$ cat src/rtl/nios2_ram2_pkg.sv
// Shared constants and types for the RAM port-2 sample writer:
// CSR word map, CTRL bit positions and the writer FSM state type.
package nios2_ram2_pkg;

  localparam logic [1:0] CSR_CTRL   = 2'd0;
  localparam logic [1:0] CSR_STATUS = 2'd1;
  localparam logic [1:0] CSR_ACK    = 2'd2;
  localparam logic [1:0] CSR_DROP   = 2'd3;

  localparam int unsigned CTRL_EN   = 0;
  localparam int unsigned CTRL_DROP = 1;
  localparam int unsigned CTRL_IRQ  = 2;
  localparam int unsigned CTRL_CLR  = 3;
  localparam int unsigned CTRL_W    = 3;

  localparam int unsigned DROP_W = 16;

  typedef enum logic [1:0] {
    IDLE  = 2'd0,
    RUN   = 2'd1,
    STALL = 2'd2
  } state_e;

endpackage

$ cat src/rtl/nios2_ram2_sample_writer_if.sv
// Bundle of the sample stream, RAM port-2 master and CSR slave signals.
// slave = the writer block, master = whatever drives it.
interface nios2_ram2_sample_writer_if #(
  parameter int unsigned ADDR_W = 7,
  parameter int unsigned DATA_W = 16,
  parameter int unsigned BE_W   = 2
);
  logic              snk_valid;
  logic [DATA_W-1:0] snk_data;
  logic              snk_ready;

  logic [ADDR_W-1:0] ram_address;
  logic              ram_chipselect;
  logic              ram_write;
  logic [BE_W-1:0]   ram_byteenable;
  logic [DATA_W-1:0] ram_writedata;
  logic              ram_clken;

  logic [1:0]        csr_address;
  logic              csr_chipselect;
  logic              csr_read;
  logic              csr_write;
  logic [31:0]       csr_writedata;
  logic [31:0]       csr_readdata;

  logic              irq;

  modport slave (
    input  snk_valid, snk_data,
    output snk_ready,
    output ram_address, ram_chipselect, ram_write, ram_byteenable, ram_writedata, ram_clken,
    input  csr_address, csr_chipselect, csr_read, csr_write, csr_writedata,
    output csr_readdata,
    output irq
  );

  modport master (
    output snk_valid, snk_data,
    input  snk_ready,
    input  ram_address, ram_chipselect, ram_write, ram_byteenable, ram_writedata, ram_clken,
    output csr_address, csr_chipselect, csr_read, csr_write, csr_writedata,
    input  csr_readdata,
    input  irq
  );
endinterface

$ cat src/rtl/nios2_ram2_csr.sv
// Avalon-MM CSR slave for the sample writer: CTRL register, registered read
// mux, and combinational clear/ACK strobes decoded straight from the write.
module nios2_ram2_csr
  import nios2_ram2_pkg::*;
#(
  parameter int unsigned ADDR_W = 7
) (
  input  logic              clk,
  input  logic              reset,
  input  logic [1:0]        csr_address,
  input  logic              csr_chipselect,
  input  logic              csr_read,
  input  logic              csr_write,
  input  logic [31:0]       csr_writedata,
  output logic [31:0]       csr_readdata,
  input  logic [1:0]        full,
  input  logic              stalled,
  input  logic              running,
  input  logic [ADDR_W-1:0] wr_ptr,
  input  logic [DROP_W-1:0] drop_cnt,
  output logic              enable,
  output logic              drop_mode,
  output logic              irq_en,
  output logic              clear,
  output logic [1:0]        ack
);

  logic [CTRL_W-1:0] ctrl_q, ctrl_d;
  logic [31:0]       rdata_q, rdata_d;
  logic              wr_sel, rd_sel;
  logic              unused_wdata;

  assign unused_wdata = ^csr_writedata[31:CTRL_CLR+1];

  // Clear and ACK act in the write cycle itself so they can pre-empt a
  // concurrent accept; the read mux samples pre-write register values.
  always_comb begin
    wr_sel  = csr_chipselect & csr_write;
    rd_sel  = csr_chipselect & csr_read;
    ctrl_d  = ctrl_q;
    clear   = 1'b0;
    ack     = 2'b00;
    rdata_d = '0;
    if (wr_sel && csr_address == CSR_CTRL) begin
      ctrl_d = csr_writedata[CTRL_W-1:0];
      clear  = csr_writedata[CTRL_CLR];
    end
    if (wr_sel && csr_address == CSR_ACK) begin
      ack = csr_writedata[1:0];
    end
    if (rd_sel) begin
      case (csr_address)
        CSR_CTRL:   rdata_d[CTRL_W-1:0] = ctrl_q;
        CSR_STATUS: begin
          rdata_d[1:0]        = full;
          rdata_d[2]          = stalled;
          rdata_d[3]          = running;
          rdata_d[8 +: ADDR_W] = wr_ptr;
        end
        CSR_DROP:   rdata_d[DROP_W-1:0] = drop_cnt;
        default:    rdata_d = '0;
      endcase
    end
  end

  always_ff @(posedge clk) begin
    if (reset) begin
      ctrl_q  <= '0;
      rdata_q <= '0;
    end else begin
      ctrl_q  <= ctrl_d;
      rdata_q <= rdata_d;
    end
  end

  assign csr_readdata = rdata_q;
  assign enable       = ctrl_q[CTRL_EN];
  assign drop_mode    = ctrl_q[CTRL_DROP];
  assign irq_en       = ctrl_q[CTRL_IRQ];

endmodule

$ cat src/rtl/nios2_ram2_sample_writer.sv
// Streams 16-bit samples into RAM port 2 as a two-half ping-pong buffer,
// raising irq when a half fills and stalling or dropping until it is ACKed.
module nios2_ram2_sample_writer
  import nios2_ram2_pkg::*;
#(
  parameter int unsigned ADDR_W = 7,
  parameter int unsigned DATA_W = 16,
  parameter int unsigned BE_W   = 2
) (
  input  logic                       clk,
  input  logic                       reset,
  nios2_ram2_sample_writer_if.slave  bus
);

  localparam int unsigned HALF_MSB = ADDR_W - 1;

  state_e              state_q, state_d;
  logic [ADDR_W-1:0]   wr_ptr_q, wr_ptr_d;
  logic [1:0]          full_q, full_d;
  logic [DROP_W-1:0]   drop_cnt_q, drop_cnt_d;
  logic                irq_q, irq_d;
  logic                ram_we_q, ram_we_d;
  logic [ADDR_W-1:0]   ram_addr_q, ram_addr_d;
  logic [DATA_W-1:0]   ram_data_q, ram_data_d;

  logic                enable, drop_mode, irq_en, clear;
  logic [1:0]          ack;
  logic                snk_ready;
  logic                accept, do_write, do_drop;
  logic [1:0]          set;

  nios2_ram2_csr #(.ADDR_W(ADDR_W)) u_csr (
    .clk            (clk),
    .reset          (reset),
    .csr_address    (bus.csr_address),
    .csr_chipselect (bus.csr_chipselect),
    .csr_read       (bus.csr_read),
    .csr_write      (bus.csr_write),
    .csr_writedata  (bus.csr_writedata),
    .csr_readdata   (bus.csr_readdata),
    .full           (full_q),
    .stalled        (state_q == STALL),
    .running        (state_q == RUN),
    .wr_ptr         (wr_ptr_q),
    .drop_cnt       (drop_cnt_q),
    .enable         (enable),
    .drop_mode      (drop_mode),
    .irq_en         (irq_en),
    .clear          (clear),
    .ack            (ack)
  );

  // Datapath: pointer, half-full flags, drop counter and RAM write pulse.
  always_comb begin
    accept     = bus.snk_valid & snk_ready;
    do_write   = accept && (state_q == RUN) && !clear;
    do_drop    = accept && (state_q == STALL) && !clear;
    set        = 2'b00;
    if (do_write && (&wr_ptr_q[ADDR_W-2:0])) begin
      set[wr_ptr_q[HALF_MSB]] = 1'b1;
    end
    full_d     = (full_q & ~ack) | set;
    wr_ptr_d   = do_write ? wr_ptr_q + ADDR_W'(1) : wr_ptr_q;
    drop_cnt_d = (do_drop && drop_cnt_q != '1) ? drop_cnt_q + DROP_W'(1) : drop_cnt_q;
    if (clear) begin
      full_d     = '0;
      wr_ptr_d   = '0;
      drop_cnt_d = '0;
    end
    ram_we_d   = do_write;
    ram_addr_d = do_write ? wr_ptr_q : ram_addr_q;
    ram_data_d = do_write ? bus.snk_data : ram_data_q;
    irq_d      = irq_en & (|full_d);
  end

  // FSM: stall whenever the half the pointer will sit in is still full.
  always_comb begin
    snk_ready = 1'b0;
    state_d   = state_q;
    case (state_q)
      RUN:     snk_ready = 1'b1;
      STALL:   snk_ready = drop_mode;
      default: snk_ready = 1'b0;
    endcase
    if (!enable) begin
      state_d = IDLE;
    end else if (full_d[wr_ptr_d[HALF_MSB]]) begin
      state_d = STALL;
    end else begin
      state_d = RUN;
    end
  end

  always_ff @(posedge clk) begin
    if (reset) begin
      state_q    <= IDLE;
      wr_ptr_q   <= '0;
      full_q     <= '0;
      drop_cnt_q <= '0;
      irq_q      <= 1'b0;
      ram_we_q   <= 1'b0;
      ram_addr_q <= '0;
      ram_data_q <= '0;
    end else begin
      state_q    <= state_d;
      wr_ptr_q   <= wr_ptr_d;
      full_q     <= full_d;
      drop_cnt_q <= drop_cnt_d;
      irq_q      <= irq_d;
      ram_we_q   <= ram_we_d;
      ram_addr_q <= ram_addr_d;
      ram_data_q <= ram_data_d;
    end
  end

  assign bus.snk_ready      = snk_ready;
  assign bus.ram_address    = ram_addr_q;
  assign bus.ram_chipselect = ram_we_q;
  assign bus.ram_write      = ram_we_q;
  assign bus.ram_byteenable = {BE_W{1'b1}};
  assign bus.ram_writedata  = ram_data_q;
  assign bus.ram_clken      = 1'b1;
  assign bus.irq            = irq_q;

endmodule

$ cat src/flat_wrapper.sv
// flat-port wrapper written by rule: the top's interface ports become plain ports
module nios2_ram2_sample_writer_flat import nios2_ram2_pkg::*;
#(
  parameter int unsigned ADDR_W = 7,
  parameter int unsigned DATA_W = 16,
  parameter int unsigned BE_W   = 2
)
  (clk, reset, bus_snk_valid, bus_snk_data, bus_snk_ready, bus_ram_address, bus_ram_chipselect, bus_ram_write, bus_ram_byteenable, bus_ram_writedata, bus_ram_clken, bus_csr_address, bus_csr_chipselect, bus_csr_read, bus_csr_write, bus_csr_writedata, bus_csr_readdata, bus_irq);
  nios2_ram2_sample_writer_if #(.ADDR_W(ADDR_W), .DATA_W(DATA_W), .BE_W(BE_W)) bus_i ();
  input  logic clk;
  input  logic reset;
  input wire logic [$bits(bus_i.snk_valid)-1:0] bus_snk_valid;
  input wire logic [$bits(bus_i.snk_data)-1:0] bus_snk_data;
  output wire logic [$bits(bus_i.snk_ready)-1:0] bus_snk_ready;
  output wire logic [$bits(bus_i.ram_address)-1:0] bus_ram_address;
  output wire logic [$bits(bus_i.ram_chipselect)-1:0] bus_ram_chipselect;
  output wire logic [$bits(bus_i.ram_write)-1:0] bus_ram_write;
  output wire logic [$bits(bus_i.ram_byteenable)-1:0] bus_ram_byteenable;
  output wire logic [$bits(bus_i.ram_writedata)-1:0] bus_ram_writedata;
  output wire logic [$bits(bus_i.ram_clken)-1:0] bus_ram_clken;
  input wire logic [$bits(bus_i.csr_address)-1:0] bus_csr_address;
  input wire logic [$bits(bus_i.csr_chipselect)-1:0] bus_csr_chipselect;
  input wire logic [$bits(bus_i.csr_read)-1:0] bus_csr_read;
  input wire logic [$bits(bus_i.csr_write)-1:0] bus_csr_write;
  input wire logic [$bits(bus_i.csr_writedata)-1:0] bus_csr_writedata;
  output wire logic [$bits(bus_i.csr_readdata)-1:0] bus_csr_readdata;
  output wire logic [$bits(bus_i.irq)-1:0] bus_irq;
  assign bus_i.snk_valid = bus_snk_valid;
  assign bus_i.snk_data = bus_snk_data;
  assign bus_snk_ready = bus_i.snk_ready;
  assign bus_ram_address = bus_i.ram_address;
  assign bus_ram_chipselect = bus_i.ram_chipselect;
  assign bus_ram_write = bus_i.ram_write;
  assign bus_ram_byteenable = bus_i.ram_byteenable;
  assign bus_ram_writedata = bus_i.ram_writedata;
  assign bus_ram_clken = bus_i.ram_clken;
  assign bus_i.csr_address = bus_csr_address;
  assign bus_i.csr_chipselect = bus_csr_chipselect;
  assign bus_i.csr_read = bus_csr_read;
  assign bus_i.csr_write = bus_csr_write;
  assign bus_i.csr_writedata = bus_csr_writedata;
  assign bus_csr_readdata = bus_i.csr_readdata;
  assign bus_irq = bus_i.irq;
  nios2_ram2_sample_writer #(.ADDR_W(ADDR_W), .DATA_W(DATA_W), .BE_W(BE_W)) u_core (.clk(clk), .reset(reset), .bus(bus_i));
endmodule
$ cat config.mk
export PLATFORM = sky130hd
export DESIGN_NAME = nios2_ram2_sample_writer_flat
export DESIGN_NICKNAME = d
export VERILOG_FILES = /design/src/rtl/nios2_ram2_pkg.sv /design/src/rtl/nios2_ram2_sample_writer_if.sv /design/src/rtl/nios2_ram2_csr.sv /design/src/rtl/nios2_ram2_sample_writer.sv /design/src/flat_wrapper.sv
export SDC_FILE = /design/constraint.sdc
export NUM_CORES = 1
export LEC_CHECK = 0
export CORE_AREA = 2 2 87 97
export DETAILED_ROUTE_END_ITERATION = 16
export DIE_AREA = 0 0 89 99
export PLACE_DENSITY = 0.75
export SKIP_CTS_REPAIR_TIMING = 1
export SYNTH_ARGS = -nofsm -noshare
export SYNTH_HDL_FRONTEND = slang
export SYNTH_SLANG_ARGS = --single-unit
export TNS_END_PERCENT = 5
$ cat constraint.sdc
create_clock -name clk -period 1.7 [get_ports clk]
set_input_delay 0.425 -clock clk [delete_from_list [all_inputs] [get_ports clk]]
set_output_delay 0.425 -clock clk [all_outputs]
set_load 0.01 [all_outputs]
==> results of run 1 <==
-- through the flow --
stage	setup slack (ps)	instance area, µm²	hold slack (ps)
2_1_floorplan	-59.0	3080	440
3_3_place_gp	-514	4120	441
3_5_place_dp	-559	4120	446
4_1_cts	-488	4330	455
5_1_grt	-192	4470	470
6_report	-138	4470	453
-- worst reg2reg max path, stage by stage (launching register included) --
cell	delay, ps
sky130_fd_sc_hd__dfxtp_2	340
sky130_fd_sc_hd__inv_2	60
sky130_fd_sc_hd__ha_4	130
sky130_fd_sc_hd__o211ai_1	150
sky130_fd_sc_hd__a211o_4	370
sky130_fd_sc_hd__buf_12	150
sky130_fd_sc_hd__nor3_4	230
sky130_fd_sc_hd__buf_4	170
sky130_fd_sc_hd__xnor2_2	90
sky130_fd_sc_hd__nor2_1	50
-- cell families after synthesis --
logic type | share of synthesized area
other | 0.00251
AND/OR/NAND/NOR | 0.243
AO/OA/AOI/OAI | 0.118
adder cells (fa/ha/maj) | 0.0167
flip-flops | 0.475
buffers and inverters | 0.0777
XOR/XNOR | 0.0468
multiplexers | 0.0201
-- cells in the mapped netlist --
library cell and n:
sky130_fd_sc_hd__nand4_1 6, sky130_fd_sc_hd__and4b_1 1, sky130_fd_sc_hd__a21oi_1 35, sky130_fd_sc_hd__or4_1 1, sky130_fd_sc_hd__conb_1 2, sky130_fd_sc_hd__o31a_1 1
sky130_fd_sc_hd__nor2_1 34, sky130_fd_sc_hd__ha_1 4, sky130_fd_sc_hd__nor4_1 3, sky130_fd_sc_hd__nand4_2 1, sky130_fd_sc_hd__buf_2 3, sky130_fd_sc_hd__dfxtp_1 71
sky130_fd_sc_hd__nor4b_2 2, sky130_fd_sc_hd__xnor2_1 13, sky130_fd_sc_hd__a211o_1 1, sky130_fd_sc_hd__a31oi_1 3, sky130_fd_sc_hd__a22o_1 8, sky130_fd_sc_hd__mux2i_1 6
sky130_fd_sc_hd__a211oi_1 1, sky130_fd_sc_hd__o211ai_1 2, sky130_fd_sc_hd__o311a_1 1, sky130_fd_sc_hd__nor3b_1 4, sky130_fd_sc_hd__buf_1 1, sky130_fd_sc_hd__and2_1 5
sky130_fd_sc_hd__inv_1 6, sky130_fd_sc_hd__xor2_1 3, sky130_fd_sc_hd__and4_1 1, sky130_fd_sc_hd__and3_1 5, sky130_fd_sc_hd__nand2_1 72, sky130_fd_sc_hd__buf_4 20
sky130_fd_sc_hd__nand3_1 8, sky130_fd_sc_hd__nor4_4 1, sky130_fd_sc_hd__o21a_1 1, sky130_fd_sc_hd__nand2b_1 1, sky130_fd_sc_hd__nor3_1 5, sky130_fd_sc_hd__a21boi_0 2
sky130_fd_sc_hd__nor3_2 1, sky130_fd_sc_hd__a31o_1 2, sky130_fd_sc_hd__clkbuf_1 11, sky130_fd_sc_hd__nor4bb_1 1
-- power breakdown --
group / internal (µW) / total [µW] / switching (µW)
Combinational: 96.2 / 186 / 89.7
Clock: 794 / 1420 / 626
Sequential: 1670 / 1670 / 2.85
-- per-layer routing --
| layer | track usage | part of all wire |
|---|---|---|
| met5 | 0 | 0 |
| met2 | 0.294 | 0.52 |
| met3 | 0.0620 | 0.055 |
| met4 | 0.0941 | 0.033 |
| met1 | 0.208 | 0.39 |
-- worst paths after layout --
path / startpoint / to / slack [ps] / depth (start not counted)
min reg2reg: u_core.bus.ram_writedata[7] / u_core.bus.ram_writedata[7] / 450 / 2
max: u_core.state_q[1] / u_core.drop_cnt_q[3] / -140 / 9
min: u_core.bus.ram_writedata[7] / u_core.bus.ram_writedata[7] / 450 / 2
max reg2reg: u_core.state_q[1] / u_core.drop_cnt_q[3] / -140 / 9
-- area by class of cell --
class / count / area, µm²
multi-input combinational: 254 / 1500
clock buffer: 13 / 169
inverter: 6 / 22.5
sequential: 71 / 1420
tap: 108 / 135
fill: 713 / 3350
clock inverter: 3 / 40.0
timing repair buffer: 125 / 1190
-- sequential cells by signal, summed over array words and instances (netlist names) --
name	count
u_core.bus.ram_writedata	16
u_core.drop_cnt_q	16
u_core.bus.irq	1
u_core.u_csr.ctrl_q	3
u_core.bus.ram_address	7
u_core.bus.ram_chipselect	1
u_core.full_q	2
u_core.state_q	2
u_core.u_csr.csr_readdata	16
u_core.wr_ptr_q	7
==> results.yml, run 1 <==
placed_design:
  hpwl_mm: 5.57
  placement.io_buffers: 70
  placed_cells_incl_taps: 559
  gpl.final_weighted_congestion: 0.899
power_and_ir_drop:
  total_power_uw: 3270
  powerDensity_mw_per_mm2: 732
  cellLeakagePower_uw: 0.00177
  irDropWorstVdd_uv: 380
setup_path:
  cp_data_required_time_ps: 1950
  kind_of_cell_with_the_highest_combined_delay_on_the_critical_path: "compound AO/OA/AOI/OAI gates"
  timing.setup.critical_path_class: "flip-flop to flip-flop"
  crit_path_start_kind: "flip-flop"
  ordered_cell_list_for_the_critical_path: "inv_2 -> ha_4 -> o211ai_1 -> a211o_4 -> buf_12 -> nor3_4 -> buf_4 -> xnor2_2 -> nor2_1"
  crit_slowest_cell: "sky130_fd_sc_hd__a211o_4"
  cp_data_arrival_time_ps: 2090
  critical_path.endpoint_type: "flip-flop"
  crit_fanout: 5
  critical_path.n_buffers_inverters: 3
  timing.critical_path.slowest_cell_delay_ps: 370
clocking:
  clock_insertion_delay_worst_skew_ps: 360
  maximum_root_to_sink_buffer_count: 2
  tritoncts: "yes"
  htreeDepth: 3
  numCtsBuffers: 9
  clk_pin_slew_ps: 70
  library_cell_used_as_clock_root_buffer: "sky130_fd_sc_hd__clkbuf_8"
  cts.sinks: 71
layout:
  post_synthesis_to_final_layout_area_growth_pct: 49.4
  antenna-diode-count: 0
  postLayoutCoreUtil: 0.571
  layout-drive-gt1-share: 0.193
  leading_cell_type_in_the_layout_fill_and_taps_excluded: "sky130_fd_sc_hd__nand2_1"
  finish.cell_count_without_fillers: 580
  layout_common_cells: "71 x sky130_fd_sc_hd__nand2_1, 69 x sky130_fd_sc_hd__dfxtp_1, 64 x sky130_fd_sc_hd__clkdlybuf4s50_1"
  num-nets-final: 527
floorplanning:
  io_pins: 118
  std_cell_core_area_mm2: 0.00783
  dieWidth_um: 89
  fp.dieArea_mm2: 0.00881
  starting_density_of_the_core: 0.383
  floorplan.rows: 34
  die_height_um: 99
grt:
  grt_first_pass_wirelength_mm: 12.4
  grt_antenna_before_repair: 0
  maximum_number_of_pins_on_one_net_before_global_route_repair: 29
  global_route.usage.total: 0.181
  grt_remaining_overflow: 0
  grt_pass1_vias: 2661
outcome:
  run_status: "finished with violations"
  violations: "negative setup slack"
sta:
  clock.fmax_mhz: 544
  finalMaxSlewViolations: 0
  worst_slack_ps: -138
  setup_repair_after_global_routing_missed_its_margin: "true"
  worstMarginPinSlew_ps: 503
  relSlewSlack: 0.664
  setup_viol_count_final: 13
  totalNegativeSetupSlack_ps: -893
  hold_viol: 0
  fin_crit_ps: 1840
  fin_worst_skew_ps: 8.07
  min_period_over_period: 1.08
drt:
  drt_first_iter_violations: 148
  antenna_left: 0
  vias: 2805
  detail_route.drc_violations: 0
  routed_wirelength_mm: 7.70
  detailedRoute.firstPassIterationCount: 4
  wl_per_cell_um: 13.3
  vias_per_cell: 4.84
logic_synthesis:
  synth_seq_area_share: 0.475
  netlist_instances: 349
  combined_area_of_all_synthesized_cells_mm2: 0.00299
  synthDominantAreaCellType: "sky130_fd_sc_hd__dfxtp_1"
  yosys-top-cells-area: "sky130_fd_sc_hd__dfxtp_1 47%, sky130_fd_sc_hd__nand2_1 9.0%, sky130_fd_sc_hd__a21oi_1 5.9%"
  flops_latches_synth: 71
  syn_area_per_cell_um2: 8.58
  synthesis.yosys.warnings: 0
  synth_top_area_share: 0.475
  synth.distinct_cells: 40
min_path:
  holdCritPathClass: "flip-flop to flip-flop"
run:
  max_cap_violations: 0
No activity file was read; power rests on OpenSTA's default activity.
==> run 2, diff against run 1 <==
Settings changed: SLEW_MARGIN from default to 20.
==> results of run 2 <==
Same layout as run 1: the final DEF is identical, and so are final timing and power.
